$ cat src/rtl/jtag_multi_tap_pkg.sv
// jtag_pkg: TAP state encoding and IR constants shared by the TAP files.
// The IEEE 1149.1 suggested 4-bit state encoding is used so that the state
// value can be compared directly against traces from other TAP models.
package jtag_pkg;

  typedef enum logic [3:0] {
    TAP_EXIT2_DR   = 4'h0,
    TAP_EXIT1_DR   = 4'h1,
    TAP_SHIFT_DR   = 4'h2,
    TAP_PAUSE_DR   = 4'h3,
    TAP_SELECT_IR  = 4'h4,
    TAP_UPDATE_DR  = 4'h5,
    TAP_CAPTURE_DR = 4'h6,
    TAP_SELECT_DR  = 4'h7,
    TAP_EXIT2_IR   = 4'h8,
    TAP_EXIT1_IR   = 4'h9,
    TAP_SHIFT_IR   = 4'hA,
    TAP_PAUSE_IR   = 4'hB,
    TAP_RTI        = 4'hC,
    TAP_UPDATE_IR  = 4'hD,
    TAP_CAPTURE_IR = 4'hE,
    TAP_TLR        = 4'hF
  } tap_state_e;

  // Fixed pattern loaded into the IR shift register in Capture-IR.
  localparam logic [1:0] IR_CAPTURE = 2'b01;

  // All-ones opcode (BYPASS) for an IR of the given length, up to 32 bits.
  function automatic logic [31:0] ir_all_ones(input int len);
    if (len >= 32) begin
      return '1;
    end
    return (32'd1 << len) - 32'd1;
  endfunction

endpackage

$ cat src/rtl/jtag_multi_tap_if.sv
// jtag_multi_tap_if: JTAG pins plus the fabric-side user-chain strobes.
// The slave modport is the TAP itself; the master modport is the probe and
// fabric logic that drives tms/tdi and returns per-chain serial data.
interface jtag_multi_tap_if #(
  parameter int NUM_CHAINS = 2
);
  logic                  tms;
  logic                  tdi;
  logic                  tdo;
  logic                  tdo_oe;
  logic                  jtck;
  logic                  jtdi;
  logic                  jshift;
  logic                  jupdate;
  logic                  jrstn;
  logic [NUM_CHAINS-1:0] jce;
  logic [NUM_CHAINS-1:0] jrti;
  logic [NUM_CHAINS-1:0] jtdo;

  modport master (
    output tms, tdi, jtdo,
    input  tdo, tdo_oe, jtck, jtdi, jshift, jupdate, jrstn, jce, jrti
  );

  modport slave (
    input  tms, tdi, jtdo,
    output tdo, tdo_oe, jtck, jtdi, jshift, jupdate, jrstn, jce, jrti
  );
endinterface

$ cat src/rtl/jtag_tap_fsm.sv
// jtag_tap_fsm: the 16-state IEEE 1149.1 TAP controller.
// Exposes the raw state plus one-hot flags for the states the datapath acts on.
module jtag_tap_fsm
  import jtag_pkg::*;
(
  input  logic       tck,
  input  logic       test_logic_reset,
  input  logic       tms,
  output tap_state_e state,
  output logic       is_tlr,
  output logic       is_rti,
  output logic       is_capture_ir,
  output logic       is_shift_ir,
  output logic       is_update_ir,
  output logic       is_capture_dr,
  output logic       is_shift_dr,
  output logic       is_update_dr
);

  tap_state_e state_q, state_d;

  // State register; reset parks the controller in Test-Logic-Reset at once.
  always_ff @(posedge tck or posedge test_logic_reset) begin
    if (test_logic_reset) begin
      state_q <= TAP_TLR;
    end else begin
      state_q <= state_d;
    end
  end

  // Standard TAP transition graph driven by tms.
  always_comb begin
    state_d = state_q;
    case (state_q)
      TAP_TLR:        state_d = tms ? TAP_TLR       : TAP_RTI;
      TAP_RTI:        state_d = tms ? TAP_SELECT_DR : TAP_RTI;
      TAP_SELECT_DR:  state_d = tms ? TAP_SELECT_IR : TAP_CAPTURE_DR;
      TAP_CAPTURE_DR: state_d = tms ? TAP_EXIT1_DR  : TAP_SHIFT_DR;
      TAP_SHIFT_DR:   state_d = tms ? TAP_EXIT1_DR  : TAP_SHIFT_DR;
      TAP_EXIT1_DR:   state_d = tms ? TAP_UPDATE_DR : TAP_PAUSE_DR;
      TAP_PAUSE_DR:   state_d = tms ? TAP_EXIT2_DR  : TAP_PAUSE_DR;
      TAP_EXIT2_DR:   state_d = tms ? TAP_UPDATE_DR : TAP_SHIFT_DR;
      TAP_UPDATE_DR:  state_d = tms ? TAP_SELECT_DR : TAP_RTI;
      TAP_SELECT_IR:  state_d = tms ? TAP_TLR       : TAP_CAPTURE_IR;
      TAP_CAPTURE_IR: state_d = tms ? TAP_EXIT1_IR  : TAP_SHIFT_IR;
      TAP_SHIFT_IR:   state_d = tms ? TAP_EXIT1_IR  : TAP_SHIFT_IR;
      TAP_EXIT1_IR:   state_d = tms ? TAP_UPDATE_IR : TAP_PAUSE_IR;
      TAP_PAUSE_IR:   state_d = tms ? TAP_EXIT2_IR  : TAP_PAUSE_IR;
      TAP_EXIT2_IR:   state_d = tms ? TAP_UPDATE_IR : TAP_SHIFT_IR;
      TAP_UPDATE_IR:  state_d = tms ? TAP_SELECT_DR : TAP_RTI;
      default:        state_d = TAP_TLR;
    endcase
  end

  assign state         = state_q;
  assign is_tlr        = (state_q == TAP_TLR);
  assign is_rti        = (state_q == TAP_RTI);
  assign is_capture_ir = (state_q == TAP_CAPTURE_IR);
  assign is_shift_ir   = (state_q == TAP_SHIFT_IR);
  assign is_update_ir  = (state_q == TAP_UPDATE_IR);
  assign is_capture_dr = (state_q == TAP_CAPTURE_DR);
  assign is_shift_dr   = (state_q == TAP_SHIFT_DR);
  assign is_update_dr  = (state_q == TAP_UPDATE_DR);

endmodule

$ cat src/rtl/jtag_multi_tap.sv
// jtag_multi_tap: generic TAP with IR, BYPASS, optional IDCODE and
// NUM_CHAINS user DR channels exposed to fabric through jce/jrti/jshift.
// Build option JTAG_IDCODE_EN: when defined the 32-bit IDCODE register exists
// and the IR resets to IDCODE_OPCODE; otherwise the IR resets to BYPASS and
// IDCODE_OPCODE decodes as BYPASS.
module jtag_multi_tap
  import jtag_pkg::*;
#(
  parameter int                           IR_LEN        = 8,
  parameter int                           NUM_CHAINS    = 2,
  parameter logic [NUM_CHAINS*IR_LEN-1:0] CHAIN_OPCODES = {8'h38, 8'h32},
  parameter logic [IR_LEN-1:0]            IDCODE_OPCODE = 8'hE0,
  parameter logic [31:0]                  IDCODE_VALUE  = 32'h0000_0001
) (
  input logic              tck,
  input logic              test_logic_reset,
  jtag_multi_tap_if.slave  bus
);

`ifdef JTAG_IDCODE_EN
  localparam logic [IR_LEN-1:0] IR_RESET = IDCODE_OPCODE;
`else
  localparam logic [IR_LEN-1:0] IR_RESET = IR_LEN'(ir_all_ones(IR_LEN));
`endif

  tap_state_e tap_state;
  logic is_tlr, is_rti;
  logic is_capture_ir, is_shift_ir, is_update_ir;
  logic is_capture_dr, is_shift_dr, is_update_dr;

  jtag_tap_fsm u_fsm (
    .tck              (tck),
    .test_logic_reset (test_logic_reset),
    .tms              (bus.tms),
    .state            (tap_state),
    .is_tlr           (is_tlr),
    .is_rti           (is_rti),
    .is_capture_ir    (is_capture_ir),
    .is_shift_ir      (is_shift_ir),
    .is_update_ir     (is_update_ir),
    .is_capture_dr    (is_capture_dr),
    .is_shift_dr      (is_shift_dr),
    .is_update_dr     (is_update_dr)
  );

  logic [IR_LEN-1:0]     ir_q, ir_d;
  logic [IR_LEN-1:0]     ir_sr_q, ir_sr_d;
  logic                  bypass_q, bypass_d;
  logic                  jtdi_q, jtdi_d;
  logic                  tdo_q, tdo_d;
  logic                  tdo_oe_q, tdo_oe_d;
  logic                  jrstn_q, jrstn_d;
  logic [NUM_CHAINS-1:0] chain_sel;
  logic                  any_chain;
  logic                  chain_tdo;
  logic                  idcode_sel;
  logic                  bypass_sel;
  logic                  dr_tdo;

  // Opcode decode; on duplicate opcodes only the lowest-index chain is selected.
  always_comb begin
    chain_sel = '0;
    any_chain = 1'b0;
    for (int i = 0; i < NUM_CHAINS; i++) begin
      if (!any_chain && (ir_q == CHAIN_OPCODES[i*IR_LEN +: IR_LEN])) begin
        chain_sel[i] = 1'b1;
        any_chain    = 1'b1;
      end
    end
  end

  // Serial return from whichever user chain is currently selected.
  always_comb begin
    chain_tdo = 1'b0;
    for (int i = 0; i < NUM_CHAINS; i++) begin
      if (chain_sel[i]) begin
        chain_tdo = bus.jtdo[i];
      end
    end
  end

`ifdef JTAG_IDCODE_EN
  logic [31:0] idcode_sr_q, idcode_sr_d;

  assign idcode_sel = !any_chain && (ir_q == IDCODE_OPCODE);

  // IDCODE capture/shift register, shifting toward bit 0.
  always_comb begin
    idcode_sr_d = idcode_sr_q;
    if (idcode_sel && is_capture_dr) begin
      idcode_sr_d = IDCODE_VALUE;
    end else if (idcode_sel && is_shift_dr) begin
      idcode_sr_d = {bus.tdi, idcode_sr_q[31:1]};
    end
  end

  // IDCODE register storage.
  always_ff @(posedge tck or posedge test_logic_reset) begin
    if (test_logic_reset) begin
      idcode_sr_q <= '0;
    end else begin
      idcode_sr_q <= idcode_sr_d;
    end
  end

  assign dr_tdo = any_chain  ? chain_tdo :
                  idcode_sel ? idcode_sr_q[0] : bypass_q;
`else
  assign idcode_sel = 1'b0;
  assign dr_tdo     = any_chain ? chain_tdo : bypass_q;
`endif

  assign bypass_sel = !any_chain && !idcode_sel;

  // Rising-edge datapath: IR shift/update, BYPASS bit and the jtdi copy.
  always_comb begin
    ir_d     = ir_q;
    ir_sr_d  = ir_sr_q;
    bypass_d = bypass_q;
    jtdi_d   = bus.tdi;
    if (is_tlr) begin
      ir_d = IR_RESET;
    end else if (is_update_ir) begin
      ir_d = ir_sr_q;
    end
    if (is_capture_ir) begin
      ir_sr_d = IR_LEN'(IR_CAPTURE);
    end else if (is_shift_ir) begin
      ir_sr_d = {bus.tdi, ir_sr_q[IR_LEN-1:1]};
    end
    if (bypass_sel && is_capture_dr) begin
      bypass_d = 1'b0;
    end else if (bypass_sel && is_shift_dr) begin
      bypass_d = bus.tdi;
    end
  end

  // Rising-edge registers.
  always_ff @(posedge tck or posedge test_logic_reset) begin
    if (test_logic_reset) begin
      ir_q     <= IR_RESET;
      ir_sr_q  <= '0;
      bypass_q <= 1'b0;
      jtdi_q   <= 1'b0;
    end else begin
      ir_q     <= ir_d;
      ir_sr_q  <= ir_sr_d;
      bypass_q <= bypass_d;
      jtdi_q   <= jtdi_d;
    end
  end

  // Falling-edge outputs: tdo holds outside the shift states.
  always_comb begin
    tdo_d    = tdo_q;
    tdo_oe_d = (tap_state == TAP_SHIFT_IR) || (tap_state == TAP_SHIFT_DR);
    jrstn_d  = !is_tlr;
    if (is_shift_ir) begin
      tdo_d = ir_sr_q[0];
    end else if (is_shift_dr) begin
      tdo_d = dr_tdo;
    end
  end

  // Falling-edge registers.
  always_ff @(negedge tck or posedge test_logic_reset) begin
    if (test_logic_reset) begin
      tdo_q    <= 1'b0;
      tdo_oe_q <= 1'b0;
      jrstn_q  <= 1'b0;
    end else begin
      tdo_q    <= tdo_d;
      tdo_oe_q <= tdo_oe_d;
      jrstn_q  <= jrstn_d;
    end
  end

  assign bus.tdo     = tdo_q;
  assign bus.tdo_oe  = tdo_oe_q;
  assign bus.jtck    = tck;
  assign bus.jtdi    = jtdi_q;
  assign bus.jrstn   = jrstn_q;
  assign bus.jce     = (is_capture_dr || is_shift_dr) ? chain_sel : '0;
  assign bus.jrti    = is_rti ? chain_sel : '0;
  assign bus.jshift  = is_shift_dr && any_chain;
  assign bus.jupdate = is_update_dr && any_chain;

endmodule

$ cat src/flat_wrapper.sv
// flat-port wrapper written by rule: the top's interface ports become plain ports
module jtag_multi_tap_flat import jtag_pkg::*;
#(
  parameter int                           IR_LEN        = 8,
  parameter int                           NUM_CHAINS    = 2,
  parameter logic [NUM_CHAINS*IR_LEN-1:0] CHAIN_OPCODES = {8'h38, 8'h32},
  parameter logic [IR_LEN-1:0]            IDCODE_OPCODE = 8'hE0,
  parameter logic [31:0]                  IDCODE_VALUE  = 32'h0000_0001
)
  (tck, test_logic_reset, bus_tms, bus_tdi, bus_jtdo, bus_tdo, bus_tdo_oe, bus_jtck, bus_jtdi, bus_jshift, bus_jupdate, bus_jrstn, bus_jce, bus_jrti);
  jtag_multi_tap_if #(.NUM_CHAINS(NUM_CHAINS)) bus_i ();
  input logic tck;
  input logic test_logic_reset;
  input wire logic [$bits(bus_i.tms)-1:0] bus_tms;
  input wire logic [$bits(bus_i.tdi)-1:0] bus_tdi;
  input wire logic [$bits(bus_i.jtdo)-1:0] bus_jtdo;
  output wire logic [$bits(bus_i.tdo)-1:0] bus_tdo;
  output wire logic [$bits(bus_i.tdo_oe)-1:0] bus_tdo_oe;
  output wire logic [$bits(bus_i.jtck)-1:0] bus_jtck;
  output wire logic [$bits(bus_i.jtdi)-1:0] bus_jtdi;
  output wire logic [$bits(bus_i.jshift)-1:0] bus_jshift;
  output wire logic [$bits(bus_i.jupdate)-1:0] bus_jupdate;
  output wire logic [$bits(bus_i.jrstn)-1:0] bus_jrstn;
  output wire logic [$bits(bus_i.jce)-1:0] bus_jce;
  output wire logic [$bits(bus_i.jrti)-1:0] bus_jrti;
  assign bus_i.tms = bus_tms;
  assign bus_i.tdi = bus_tdi;
  assign bus_i.jtdo = bus_jtdo;
  assign bus_tdo = bus_i.tdo;
  assign bus_tdo_oe = bus_i.tdo_oe;
  assign bus_jtck = bus_i.jtck;
  assign bus_jtdi = bus_i.jtdi;
  assign bus_jshift = bus_i.jshift;
  assign bus_jupdate = bus_i.jupdate;
  assign bus_jrstn = bus_i.jrstn;
  assign bus_jce = bus_i.jce;
  assign bus_jrti = bus_i.jrti;
  jtag_multi_tap #(.IR_LEN(IR_LEN), .NUM_CHAINS(NUM_CHAINS), .CHAIN_OPCODES(CHAIN_OPCODES), .IDCODE_OPCODE(IDCODE_OPCODE), .IDCODE_VALUE(IDCODE_VALUE)) u_core (.tck(tck), .test_logic_reset(test_logic_reset), .bus(bus_i));
endmodule
$ cat config.mk
export PLATFORM = sky130hd
export DESIGN_NAME = jtag_multi_tap_flat
export DESIGN_NICKNAME = d
export VERILOG_FILES = /design/src/rtl/jtag_multi_tap_pkg.sv /design/src/rtl/jtag_multi_tap_if.sv /design/src/rtl/jtag_tap_fsm.sv /design/src/rtl/jtag_multi_tap.sv /design/src/flat_wrapper.sv
export SDC_FILE = /design/constraint.sdc
export NUM_CORES = 1
export LEC_CHECK = 0
export CAP_MARGIN = 10
export CORE_ASPECT_RATIO = 0.7
export CORE_MARGIN = 1.5
export CORE_UTILIZATION = 40
export CTS_CLUSTER_SIZE = 30
export DETAILED_ROUTE_END_ITERATION = 16
export MAX_ROUTING_LAYER = met4
export PLACE_DENSITY = 0.67
export SETUP_SLACK_MARGIN = 0.2
export SYNTH_ARGS = -nofsm -noshare
export SYNTH_HDL_FRONTEND = slang
export SYNTH_SLANG_ARGS = --single-unit
export TNS_END_PERCENT = 20
$ cat constraint.sdc
create_clock -name tck -period 1.7 [get_ports tck]
set_input_delay 0.34 -clock tck [delete_from_list [all_inputs] [get_ports tck]]
set_output_delay 0.34 -clock tck [all_outputs]
set_load 0.02 [all_outputs]
==> results of run 1 <==
-- stage by stage --
step	std cells	util	instance area, µm²	worst slack (ns)	TNS (ns)
3_3_place_gp	187	0.535	1520	-0.828	-5.31
3_5_place_dp	187	0.535	1520	-0.853	-5.51
2_1_floorplan	128	-	1240	-0.674	-1.51
6_report	194	0.569	1620	-0.617	-4.63
5_1_grt	194	0.569	1620	-0.668	-5.34
4_1_cts	194	0.564	1600	-0.616	-4.69
-- routing by layer --
metal,GRT usage,vias up,part of all wire
li1,-,493,-
met1,0.250,460,0.49
met2,0.256,24,0.45
met3,0.0647,4,0.047
met4,0.0523,0,0.012
met5,-,-,0
-- critical path: stages, from the launching register on --
cell     delay (ns)
dfstp_2        0.55
or3b_4         0.39
o41a_1         0.40
-- flip-flops by register name (all words and copies together) (netlist names) --
register / flops
u_core.ir_q: 8
u_core.ir_sr_q: 8
u_core.u_fsm.state: 4
u_core.bus.jrstn: 1
u_core.bus.jtdi: 1
u_core.bus.tdo: 1
u_core.bus.tdo_oe: 1
u_core.bypass_q: 1
-- final cells by class --
type	count	share of cell area
sequential	25	0.396
multi-input combinational	92	0.348
timing repair buffer	31	0.159
clock buffer	7	0.0611
tap	36	0.0279
inverter	2	0.00464
clock inverter	1	0.00310
-- layout by cell type (no fill, tap or decap), types with 3 or more instances in the layout --
master,count
nand2_1,20
o21ai_0,19
buf_4,19
nor2_1,13
dfstp_2,12
nand2b_1,10
dfrtp_1,10
clkbuf_8,5
clkdlybuf4s50_1,5
buf_6,4
nand3_1,3
dfrtn_1,3
-- worst paths after layout --
check / endpoint / slack, ns / cells after the start
min reg2reg: u_core.ir_q[2] / 0.48 / 2
max in group asynchronous: u_core.bus.tdo / 0.56 / 2
max: u_core.bus.tdo / -0.62 / 2
min: u_core.bus.jtdi / 0.19 / 2
min in group tck: u_core.bus.jtdi / 0.43 / 1
max reg2reg: u_core.bus.tdo / -0.62 / 2
-- cells by family after synthesis --
family / Yosys count / share of synthesized area
compound gates: 27 / 0.135
buf+inv: 11 / 0.0433
mux: 3 / 0.0268
xor+xnor: 1 / 0.00723
flops: 25 / 0.528
simple gates: 61 / 0.259
-- power breakdown --
group	switching, W	internal, W	total (W)
Combinational	0.000666	0.000577	0.00124
Sequential	0.000148	0.000922	0.00107
Clock	0.000266	0.000388	0.000654
-- repair_timing --
action,in CTS,in global routing
pin swaps,5,1
hold buffers,0,0
gates cloned,0,0
setup endpoints to repair,15,14
resized for setup,53,3
==> metrics.txt, run 1 <==
status=finished, violations left; failing checks=setup timing; RSZ-0062 raised after global routing=true; largest net degree at the start of global routing=18; global-route wire length before repair=4350 µm; Worst Skew=0.0273 ns; Pins Over Slew Limit=0; Pwr Total=0.00297 W; register area share after synthesis=0.528; Mapped Cells=128; 1st-iter DRT viols=12; Netlist cell types=31; average size of a mapped cell=9.47 µm²; Pwr Density=1840 nW/µm²; vias in the first global route=981; Post-DP HPWL=1860 µm; Reg-to-Reg Start=u_core.u_fsm.state[1]; chip width=68.8 µm; port bufs=16; Chip Height=49.1 µm; Initial Utilization=0.426; drt first pass iters=4; count leader, synth=nand2_1; Placer Congestion=0.799; row cnt=16; worst-path fanout max=3; multi-input logic area=563 µm²; FILL cells=256; core region area=2840 µm²; final setup fails=11; number of setup buffers added after CTS=0; clock-pin slew on the worst setup and hold paths=0.09 ns; Synth Cell Area=1210 µm²; final hold vios=0; GRT Residual Overflow=0; syn_nets=134; Routed Antenna Nets=0; Post-Route WL=2630 µm; I/O pin cnt=17; clk_lat worst skew=0.39 ns; vias per cell=5.06; Tightest Pin Transition=0.461 ns; CTS tree=done; WP data arrival=1.71 ns; Tot GR Track Use=0.182; P&R area growth vs syn=33.3%; nets@finish=165; Main synth FF type=dfstp_2; Worst Path Required=1.09 ns; worst setup margin=-0.617 ns; Post-synth top cells=nand2_1 (20), o21ai_0 (19), nor2_1 (13); Yosys top cell by area=dfstp_2; register bit total from synthesis=25; Static Leak=0.704 nW; DR vias=981; Wirelength per Cell=13.6 µm; Sequential Area=641 µm²; layout cells sized above 1=0.348; ranking of synthesized cells by area=dfstp_2 (26%), dfrtp_1 (21%), o21ai_0 (7.8%); crit path kind=flip-flop to flip-flop; VDD IR max=0.00100 V; drc violations=0; Critical Path Start Type=flip-flop; Crit. Startpoint=u_core.u_fsm.state[1]; Min Hold Slack=0.192 ns; slew margin rel.=0.692; max_cap viols=0; EDFF count, synth=0; antenna fix cells=0; initial antenna violation count=0; asr flop ratio synth=1.00; die area=3380 µm²; top cell type's share of synthesized area=0.260; critical path endpoint category=flip-flop; YS warnings=0; Hold Crit Class=input port to asynchronous set/reset pin
Power figures use the tool's default switching activity.
==> run 2: changes to the inputs <==
clock period = 2.5 ns   (was 1.7 ns; I/O delays follow)
==> metrics.txt, run 2 (synthesis gave the netlist of run 1 again) <==
status=finished, violations left; failing checks=setup timing; Worst Skew=0.0253 ns (-0.00202 ns); Setup Slack @ Placement=-0.630 ns (+0.224 ns); die area=3380 µm² (unchanged); Cell Int Power=0.00125 W (-34%); fin cells=191 (-1.5%); clock-pin slew on the worst setup and hold paths=0.09 ns (about the same); Pins Over Slew Limit=0 (unchanged); Wirelength per Cell=14.3 µm (+5.5%); Clock Power Share=0.220 (about the same); GRT Residual Overflow=0 (unchanged); Tightest Pin Transition=0.491 ns (+0.0300 ns); layout cells sized above 1=0.348 (about the same); VDD IR max=0.000661 V (-34%); Post-Place Cells=183 (-2.1%); slew margin rel.=0.672 (-0.0198); P&R area growth vs syn=32.0%; most frequent cells in the layout=nand2_1 (20), o21ai_0 (19), buf_4 (15); Reg-to-Reg Start=u_core.u_fsm.state[1]; flop-to-flop setup slack=-0.23 ns (+0.39 ns); CTS tree=done; core region area=2840 µm² (unchanged); worst setup margin=-0.231 ns (+0.386 ns); FILL cells=259 (+1.2%); clk_lat worst skew=0.40 ns (about the same); largest net degree at the start of global routing=19 (+1); Sw Pwr=0.000733 W (-32%); chip width=68.8 µm (unchanged); Post-Route WL=2730 µm (+3.8%); Tot GR Track Use=0.197 (+0.0148); initial antenna violation count=0 (unchanged); row cnt=16 (unchanged); Static Leak=0.686 nW (-2.5%); crit path kind=flip-flop to flip-flop; Post-DP HPWL=1940 µm (+4.8%); I/O pin cnt=17 (unchanged); final setup fails=4 (-7); Placer Congestion=0.792 (-0.83%); Critical R2R Capture=u_core.bus.tdo; final core utilization=0.563 (-0.00572); Pwr Density=1240 nW/µm² (-32%); vias per cell=5.21 (+3.0%); most common cell after layout, fill and taps aside=nand2_1; port bufs=16 (unchanged); 1st-iter DRT viols=33 (+21); vias in the first global route=998 (+1.7%); Logic pwr share=0.409 (-0.010); global-route wire length before repair=4510 µm (+3.8%); final hold vios=0 (unchanged); critical path endpoint category=flip-flop; Min Hold Slack=0.374 ns (+0.182 ns); Routed Antenna Nets=0 (unchanged); reg2reg path depth=2 (unchanged); drc violations=0 (unchanged); Hold Buf Count CTS=0 (unchanged); RSZ-0062 raised after global routing=true; nets@finish=162 (-1.8%); WP data arrival=1.73 ns (+0.02 ns); Chip Height=49.1 µm (unchanged); max_cap viols=0 (unchanged); worst-path fanout max=4 (+1); antenna fix cells=0 (unchanged); Worst Path Required=1.49 ns (+0.40 ns); DR vias=995 (+1.4%); Initial Utilization=0.426 (unchanged); Hold Crit Class=input port to asynchronous set/reset pin; Sw Share=0.370 (+0.00574); Flop pwr share=0.371 (+0.010); drt first pass iters=4 (unchanged); Critical Path Start Type=flip-flop
==> run 2: cell type report <==
type / count / area, µm² / share of cell area
Inverter: 2 / 7.51 / 0.00469
Timing Repair Buffer: 28 / 239 / 0.149
Clock buffer: 7 / 96.3 / 0.0602
Clock inverter: 1 / 7.51 / 0.00469
Sequential cell: 25 / 641 / 0.400
Tap cell: 36 / 45.0 / 0.0281
Multi-Input combinational cell: 92 / 564 / 0.353
==> run 2: metrics by stage <==
stage | setup TNS [ns] | cell area (µm²) | total power (W)
3_3_place_gp | -1.24 | 1460 | 0.00151
6_report | -0.812 | 1600 | 0.00198
5_1_grt | -0.965 | 1600 | 0.00214
4_1_cts | -0.838 | 1580 | 0.00197
3_5_place_dp | -1.34 | 1460 | 0.00154
2_1_floorplan | -0.274 | 1220 | 0.00128
==> run 2: worst max path at each step <==
stage | from | end | slack (ns) | cells after the start
2_1_floorplan | u_core.u_fsm.state[1] | u_core.bus.tdo | -0.27 | 3
6_report | u_core.u_fsm.state[1] | u_core.bus.tdo | -0.23 | 2
4_1_cts | u_core.bus.tdo | bus_tdo | -0.23 | 1
3_5_place_dp | bus_jtdo[1] | u_core.bus.tdo | -0.63 | 4
3_3_place_gp | bus_jtdo[1] | u_core.bus.tdo | -0.58 | 4
5_1_grt | u_core.u_fsm.state[1] | u_core.bus.tdo | -0.26 | 2
==> run 2: power groups by stage <==
stage               Combinational [W]  Clock (W)  Sequential [W]
floorplan                    0.000501  0.0000467        0.000728
global placement             0.000728  0.0000537        0.000726
detailed placement           0.000750  0.0000537        0.000738
CTS                          0.000793   0.000445        0.000733
global route                 0.000907   0.000476        0.000757
finish                       0.000811   0.000437        0.000735
==> run 2: per-layer routing <==
layer  vias to the layer above  wire length [µm]  track usage
met2                        23              1270        0.287
met5                         -                 0            -
met1                       482              1240        0.242
met4                         0                56       0.0915
met3                         7               169       0.0739
li1                        483                 -            -
==> run 2: what timing repair did <==
item	4_1_cts	5_1_grt
setup endpoints to repair	12	11
endpoints found under the hold margin	0	0
resized for setup	49	10
pin swaps	2	2
setup buffers	1	0
==> run 2: worst max-delay path, stage by stage (launching register included) <==
cell	delay, ns
dfstp_2	0.58
or3b_4	0.39
o41a_1	0.38
